<file path="config.mk">
export PLATFORM = sky130hd
export DESIGN_NAME = cla_addsub_pipe
export DESIGN_NICKNAME = d
export VERILOG_FILES = /design/src/rtl/cla_addsub_pipe.sv
export SDC_FILE = /design/constraint.sdc
export NUM_CORES = 1
export LEC_CHECK = 0
export CORE_AREA = 5 5 147 149
export DETAILED_ROUTE_END_ITERATION = 7
export DIE_AREA = 0 0 152 154
export PLACE_DENSITY_LB_ADDON = 0.1
export SYNTH_ARGS = -nofsm -noshare
export SYNTH_HDL_FRONTEND = slang
export SYNTH_SLANG_ARGS = --single-unit
</file>
<file path="constraint.sdc">
create_clock -name clk -period 1.9 [get_ports clk]
set_input_delay 0.19 -clock clk [delete_from_list [all_inputs] [get_ports clk]]
set_output_delay 0.19 -clock clk [all_outputs]
set_load 0.02 [all_outputs]
</file>
<file path="src/rtl/cla_addsub_pipe.sv">
// Pipelined carry-lookahead adder/subtractor, one GROUP-bit lookahead group per stage.
// Inter-group carry, partial sums and remaining operand bits are registered between stages.
module cla_addsub_pipe #(
    parameter int WIDTH = 32,
    parameter int GROUP = 8,
    parameter int TAG_W = 4
) (
    input  logic             clk,
    input  logic             rst_n,
    input  logic             in_valid,
    output logic             in_ready,
    input  logic [WIDTH-1:0] in_a,
    input  logic [WIDTH-1:0] in_b,
    input  logic             in_cin,
    input  logic             in_sub,
    input  logic [TAG_W-1:0] in_tag,
    output logic             out_valid,
    input  logic             out_ready,
    output logic [WIDTH-1:0] out_sum,
    output logic             out_cout,
    output logic             out_ovf,
    output logic             out_zero,
    output logic [TAG_W-1:0] out_tag
);

    localparam int NSTG = WIDTH / GROUP;
    localparam int L    = NSTG - 1;

    if (GROUP < 1 || GROUP > WIDTH || (WIDTH % GROUP) != 0) begin : g_bad_cfg
        $error("cla_addsub_pipe: WIDTH must be a positive multiple of GROUP");
    end

    logic adv;

    assign adv      = ~out_valid | out_ready;
    assign in_ready = adv;

    // Returns {carry_out, sum}; every carry is a flat sum of products
    function automatic logic [GROUP:0] grp_add(
        input logic [GROUP-1:0] a,
        input logic [GROUP-1:0] b,
        input logic             cin
    );
        logic [GROUP-1:0] p;
        logic [GROUP-1:0] g;
        logic [GROUP:0]   c;
        logic             t;
        logic             pp;
        p    = a ^ b;
        g    = a & b;
        c    = '0;
        c[0] = cin;
        for (int i = 0; i < GROUP; i++) begin
            t  = g[i];
            pp = p[i];
            for (int j = i - 1; j >= 0; j--) begin
                t  = t | (pp & g[j]);
                pp = pp & p[j];
            end
            c[i+1] = t | (pp & cin);
        end
        return {c[GROUP], p ^ c[GROUP-1:0]};
    endfunction

    for (genvar k = 0; k < NSTG; k++) begin : stg
        localparam int LO = k * GROUP;
        localparam int BW = WIDTH - LO;

        logic             vld_i;
        logic [WIDTH-1:0] s_i;
        logic [BW-1:0]    b_i;
        logic             c_i;
        logic [TAG_W-1:0] tag_i;
        logic [GROUP:0]   r;
        logic [WIDTH-1:0] s_o;

        if (k == 0) begin : g_src
            assign vld_i = in_valid;
            assign s_i   = in_a;
            assign b_i   = in_sub ? ~in_b : in_b;
            assign c_i   = in_sub | in_cin;
            assign tag_i = in_tag;
        end else begin : g_src
            // s_q: low groups already summed, upper bits still operand A
            logic             vld_q;
            logic [WIDTH-1:0] s_q;
            logic [BW-1:0]    b_q;
            logic             c_q;
            logic [TAG_W-1:0] tag_q;

            always_ff @(posedge clk or negedge rst_n) begin
                if (!rst_n) begin
                    vld_q <= 1'b0;
                    s_q   <= '0;
                    b_q   <= '0;
                    c_q   <= 1'b0;
                    tag_q <= '0;
                end else if (adv) begin
                    vld_q <= stg[k-1].vld_i;
                    if (stg[k-1].vld_i) begin
                        s_q   <= stg[k-1].s_o;
                        b_q   <= stg[k-1].b_i[BW+GROUP-1:GROUP];
                        c_q   <= stg[k-1].r[GROUP];
                        tag_q <= stg[k-1].tag_i;
                    end
                end
            end

            assign vld_i = vld_q;
            assign s_i   = s_q;
            assign b_i   = b_q;
            assign c_i   = c_q;
            assign tag_i = tag_q;
        end

        assign r = grp_add(s_i[LO +: GROUP], b_i[GROUP-1:0], c_i);

        always_comb begin
            s_o             = s_i;
            s_o[LO +: GROUP] = r[GROUP-1:0];
        end
    end

    logic             last_vld;
    logic [WIDTH-1:0] last_sum;
    logic             last_cout;
    logic             last_ovf;
    logic [TAG_W-1:0] last_tag;

    // Carry into the MSB is recovered as a ^ b ^ sum at that bit
    assign last_vld  = stg[L].vld_i;
    assign last_sum  = stg[L].s_o;
    assign last_cout = stg[L].r[GROUP];
    assign last_tag  = stg[L].tag_i;
    assign last_ovf  = stg[L].s_i[WIDTH-1] ^ stg[L].b_i[GROUP-1]
                     ^ last_sum[WIDTH-1] ^ last_cout;

    always_ff @(posedge clk or negedge rst_n) begin
        if (!rst_n) begin
            out_valid <= 1'b0;
            out_sum   <= '0;
            out_cout  <= 1'b0;
            out_ovf   <= 1'b0;
            out_zero  <= 1'b0;
            out_tag   <= '0;
        end else if (adv) begin
            out_valid <= last_vld;
            if (last_vld) begin
                out_sum  <= last_sum;
                out_cout <= last_cout;
                out_ovf  <= last_ovf;
                out_zero <= ~|last_sum;
                out_tag  <= last_tag;
            end
        end
    end

endmodule

</file>
=== Word-level counts from Yosys, hierarchy flattened ===
Cells that the tools add are included.

* Flip-flop bits (word level): 202
* Output and inout port bits: 41
* Word-level logic and storage cells: 447

* Reductions and logical operators: 6
* Muxes and demuxes: 1
* Bitwise operators: 419

{| class="wikitable"
|+ Operators with widths
! cell !! number
|-
| bitwise AND 1 bit || 256
|-
| bitwise OR 1 bit || 146
|-
| XOR 8 bit || 8
|-
| bitwise AND 8 bit || 4
|-
| 2-to-1 mux 32 bit || 1
|-
| NOT 32 bit || 1
|-
| OR reduction 32 bit || 1
|-
| AND reduction 2 bit || 4
|-
| XOR 1 bit || 3
|-
| logical NOT 1 bit || 1
|-
| NOT 1 bit || 1
|}

=== Longest topological paths before layout ===
* Depth in word-level cells: 12
* Mapped depth: 10
* Gate-level depth less buffers: 8

=== Least setup slack after synthesis ===
No wires, ideal clock.

* Path type: input port to flip-flop
* Start point: input in_sub
* End point: register stg[1].g_src.c_q
* Required time: 1,776 ps
* Stages on the path: 10
* Path slack: -262 ps
* Path buffers: 2
* Data arrival time: 2,038 ps
* Setup time: 124 ps
* Path through: buf_6 > buf_2 > xor2_1 > ha_1 > o21a_1 > o21a_1 > o311a_1 > a21bo_1 > a211oi_2 > a21oi_1

* Cells in the longest elaborated chain, start to end: 11
* Elaborated cells on any way between the ends: 27

{| class="wikitable"
|+ RTL lines
! element !! RTL line !! RTL
|-
| start, declared || 15 || <nowiki>input logic in_sub,</nowiki>
|-
| 2-to-1 mux 32 bit || 80 || <nowiki>assign b_i = in_sub ? ~in_b : in_b;</nowiki>
|-
| XOR 8 bit / bitwise AND 8 bit (equally long branches) || 49, 50 ||
|-
| bitwise AND 1 bit, on equally long branches || 57, 58 ||
|-
| bitwise OR 1 bit, or another cell as far along (6 in a row) || 57 || <nowiki>t = t | (pp & g[j]);</nowiki>
|-
| bitwise OR 1 bit / bitwise AND 1 bit (equally long branches) || 57, 60 ||
|-
| bitwise OR 1 bit * || 60 || <nowiki>c[i+1] = t | (pp & cin);</nowiki>
|-
| end signal, assigned || 103 || <nowiki>c_q <= stg[k-1].r[GROUP];</nowiki>
|-
| end, declared || 88 || <nowiki>logic c_q;</nowiki>
|}

Every way passes the cells marked *; elsewhere a longest branch is shown, timed or not.
A chain may end at the register's enable or synchronous reset.

=== Final worst setup path ===
* Start point: register stg[3].g_src.s_q[24]
* End point: register out_zero

* Cells in the longest elaborated chain, start to end: 7
* Elaborated cells on any way between the ends: 37

{| class="wikitable"
|+ RTL lines
! element !! RTL line !! RTL
|-
| start, declared || 86 || <nowiki>logic [WIDTH-1:0] s_q;</nowiki>
|-
| start signal, assigned || 101 || <nowiki>s_q <= stg[k-1].s_o;</nowiki>
|-
| bitwise AND 8 bit / XOR 8 bit (equally long branches) || 50, 49 ||
|-
| bitwise AND 1 bit, on equally long branches || 57, 58 ||
|-
| bitwise OR 1 bit / bitwise AND 1 bit (equally long branches) || 57, 60 ||
|-
| bitwise OR 1 bit || 60 ||
|-
| XOR 8 bit * || 62 || <nowiki>return {c[GROUP], p ^ c[GROUP-1:0]};</nowiki>
|-
| OR reduction 32 bit * || 152 || <nowiki>out_zero <= ~|last_sum;</nowiki>
|-
| logical NOT 1 bit * || 152 ||
|-
| end signal, assigned || 152 ||
|-
| end, declared || 22 || <nowiki>output logic out_zero,</nowiki>
|}

Marks and branches as above.

==> run_results.csv <==
group,metric,value,unit
min_path,hold_class,"primary input to asynchronous set/reset pin",
power_and_ir_drop,max-vdd-ir-drop,0.984,mV
grt,antenna_found_initial,0,
logic_synthesis,synth-edff-count,0,
detailed_routing,antenna_left,0,
outcome,status,"complete, but fails checks",
setup_path,worstPathArrival,2550,ps
timing,finClkSkew,15.3,ps
logic_synthesis,ys.flop_type,"dfrtp_1",
setup_path,critical_path_class,"flip-flop to flip-flop",
detailed_routing,viasPerCell,4.92,
cells_and_area,nets,979,
power_and_ir_drop,switching_share,33.0,%
detailed_routing,dr.pass1.iters,4,
grt,grtUsageTotal,15.6,%
setup_path,cp-start-kind,"flip-flop",
grt,grt_max_degree,84,
timing,worst_slew_pin_slew,438,ps
timing,rsz0062_at_grt,"yes",
setup_path,critPathMaxFanout,2,
detailed_routing,wl,18100,um
power_and_ir_drop,pwr-share-seq,36.0,%
detailed_routing,drtIter0Drc,159,
cts,cts_max_level,1,
grt,grt_pass1_wl,30700,um
cells_and_area,syn2layout_area_growth,31.6,%
timing,whs,156,ps
die,rows,52,
grt,overflow,0,
cells_and_area,final_cell_mix,"202 x dfrtp_1, 137 x mux2_2, 110 x clkdlybuf4s50_1",
die,die_w,152,um
cts,clk_latency,500,ps
timing,hold_viol,0,
placement,hpwl,13000,um
die,fp.dieArea,23400,um2
detailed_routing,dr_total_vias,5669,
placement,io_buffer_count,114,
power_and_ir_drop,p_int,13.8,mW
cts,clock_sinks,202,
timing,fmax,471,MHz
logic_synthesis,yosysSeqAreaShare,57.0,%
setup_path,rr_startpoint,"stg[3].g_src.s_q[24]",
outcome,violations,"setup timing",
cts,cts_root_buffer,"clkbuf_16",
cts,cts.path.max_buffers,3,
timing,slew_headroom,70.8,%
timing,setup_viol,4,
cts,clk_pin_slew,60,ps
die,core,20000,um2
power_and_ir_drop,pwr-share-comb,43.3,%
cells_and_area,post_route_cells_drive_above_1_share,30.7,%
setup_path,crit_start,"stg[3].g_src.s_q[24]",
die,io_pins,115,
timing,period_share,112,%
setup_path,end_kind,"flip-flop",
power_and_ir_drop,p_clk_share,20.7,%
logic_synthesis,netlist_top_cells_area,"dfrtp_1 57%, mux2_2 17%, ha_1 4.7%",
logic_synthesis,synthCells,695,
detailed_routing,drc_errors,0,
logic_synthesis,yosys_warnings,0,
cells_and_area,postLayoutCellArea,11700,um2
setup_path,worstPathRequired,2330,ps
cts,cts_tree,"built",
logic_synthesis,avgSynthCellArea,12.8,um2
logic_synthesis,yosysTopAreaCellShare,57.0,%
die,die_h,154,um
placement,dpl_cell_area,10800,um2
logic_synthesis,synth_top_area_cell,"dfrtp_1",
timing,fin_crit,2120,ps
power_and_ir_drop,power.leakage,5.18,nW
detailed_routing,wl_per_cell,15.7,um
die,floorplan.initialDensity,44.3,%
logic_synthesis,synth_nets,806,
power_and_ir_drop,power.density,1760,nW/um2
job,drv_cap,0,
logic_synthesis,netlist_area,8870,um2
logic_synthesis,synthArstFlopShare,100,%
cts,numCtsBuffers,23,
cells_and_area,diodes,0,
cells_and_area,layout_commonest_cell,"dfrtp_1",
timing,finalWorstSetupSlack,-224,ps
logic_synthesis,synth_cell_types,39,
timing,drv_slew,0,
grt,grt_pass1_vias,6137,
placement,gp_congestion,0.816,
logic_synthesis,synth-seq-cells,202,
power_and_ir_drop,switchingPower,6.77,mW
[path summary, 6_finish.rpt]
| kind | endpoint | slack (ps) | cells after the start |
|---|---|---|---|
| worst max-delay path | out_zero | -220 | 8 |
| worst min-delay path | out_cout | 160 | 2 |
| worst max register to register | out_zero | -220 | 8 |
| worst min register to register | stg[2].g_src.s_q[10] | 480 | 2 |
| max in group asynchronous | out_sum[8] | 1010 | 3 |
| min in group clk | stg[1].g_src.s_q[0] | 290 | 5 |
[what timing repair did]
item / 4_1_cts / 5_1_grt
pin swaps: 5 / 31
hold buffers: 1 / 0
buffers inserted: 0 / 9
setup endpoints to repair: 8 / 16
gates resized for setup: 9 / 16
endpoints found under the hold margin: 100 / 0
[layout make-up]
type                    count  area, um2
well taps                 270        338
multi-input cells         447       3750
repair buffers            178       1720
inverters                  16       61.3
flip-flops and latches    202       5050
clock buffers              34        687
clock inverters             5       55.1
fillers                  1667       8370
[power groups by stage]
stage | Clock (mW) | Sequential [mW] | Combinational [mW]
4_1_cts | 4.39 | 7.42 | 8.57
3_5_place_dp | 0 | 7.47 | 8.46
5_1_grt | 4.57 | 7.66 | 9.83
2_1_floorplan | 0 | 7.54 | 5.05
6_report | 4.26 | 7.40 | 8.90
3_3_place_gp | 0 | 7.38 | 8.24
[worst max-delay path: stages, from the launching register on]
cell	delay (ps)
dfrtp_1	350
inv_2	50
fa_1	580
nor4b_4	230
nand4_1	140
nor4_2	280
and3_1	200
nand4_1	100
o21ai_1	130
[sequential cells by signal, indices dropped and copies added, names as in the netlist, 2 cells and up]
| register | flops |
|---|---|
| last_tag | 4 |
| stg.g_src.vld_q | 2 |
| stg.g_src.s_q | 96 |
| stg.g_src.tag_q | 8 |
| out_tag | 4 |
| stg.b_i | 48 |
| out_sum | 32 |
| stg.c_i | 3 |
[per-stage QoR]
step / setup slack [ps] / std cells / total power [mW] / setup TNS [ps] / utilization, %
2_1_floorplan: -104 / 695 / 12.6 / -275 / -
3_3_place_gp: -392 / 1103 / 15.6 / -2630 / 53.8
3_5_place_dp: -443 / 1103 / 15.9 / -3280 / 53.8
4_1_cts: -105 / 1143 / 20.4 / -216 / 57.6
5_1_grt: -363 / 1152 / 22.1 / -1250 / 58.3
6_report: -224 / 1152 / 20.6 / -534 / 58.3
[cells in the mapped netlist (2+ instances only)]
library cell / count
nor3_1: 9
buf_2: 23
xnor2_1: 34
or2_2: 2
fa_1: 4
mux2_2: 137
and3_1: 2
a31o_2: 2
nand2_1: 77
dfrtp_1: 202
ha_1: 33
o21ai_0: 59
o211ai_1: 4
xor2_1: 23
a211oi_1: 2
nand4_1: 2
nor2_1: 13
o31ai_1: 2
nor4_1: 5
inv_1: 15
a21oi_1: 18
clkbuf_1: 6
o21a_1: 2
a21o_1: 4
[cells by family (layout without fill, tap and decap cells)]
| group | after synthesis | count (layout) | share of synthesized area [%] |
|---|---|---|---|
| DFF | 202 | 202 | 57.0 |
| muxes | 138 | 138 | 17.5 |
| and+or+nand+nor | 114 | 114 | 5.40 |
| AOI/OAI and AO/OA | 101 | 101 | 6.55 |
| xor gates and xnor gates | 57 | 57 | 5.63 |
| buffers and inverters | 46 | 233 | 2.36 |
| adders and majority gates | 37 | 37 | 5.56 |
[metal layers]
layer / vias up / part of all wire, % / global-route usage, %
met2: 100 / 48 / 26.3
met1: 2772 / 45 / 20.5
met4: 0 / 2.7 / 4.20
li1: 2764 / - / -
met5: - / 0 / 0
met3: 33 / 4.4 / 3.37
Power figures use the tool's default switching activity.
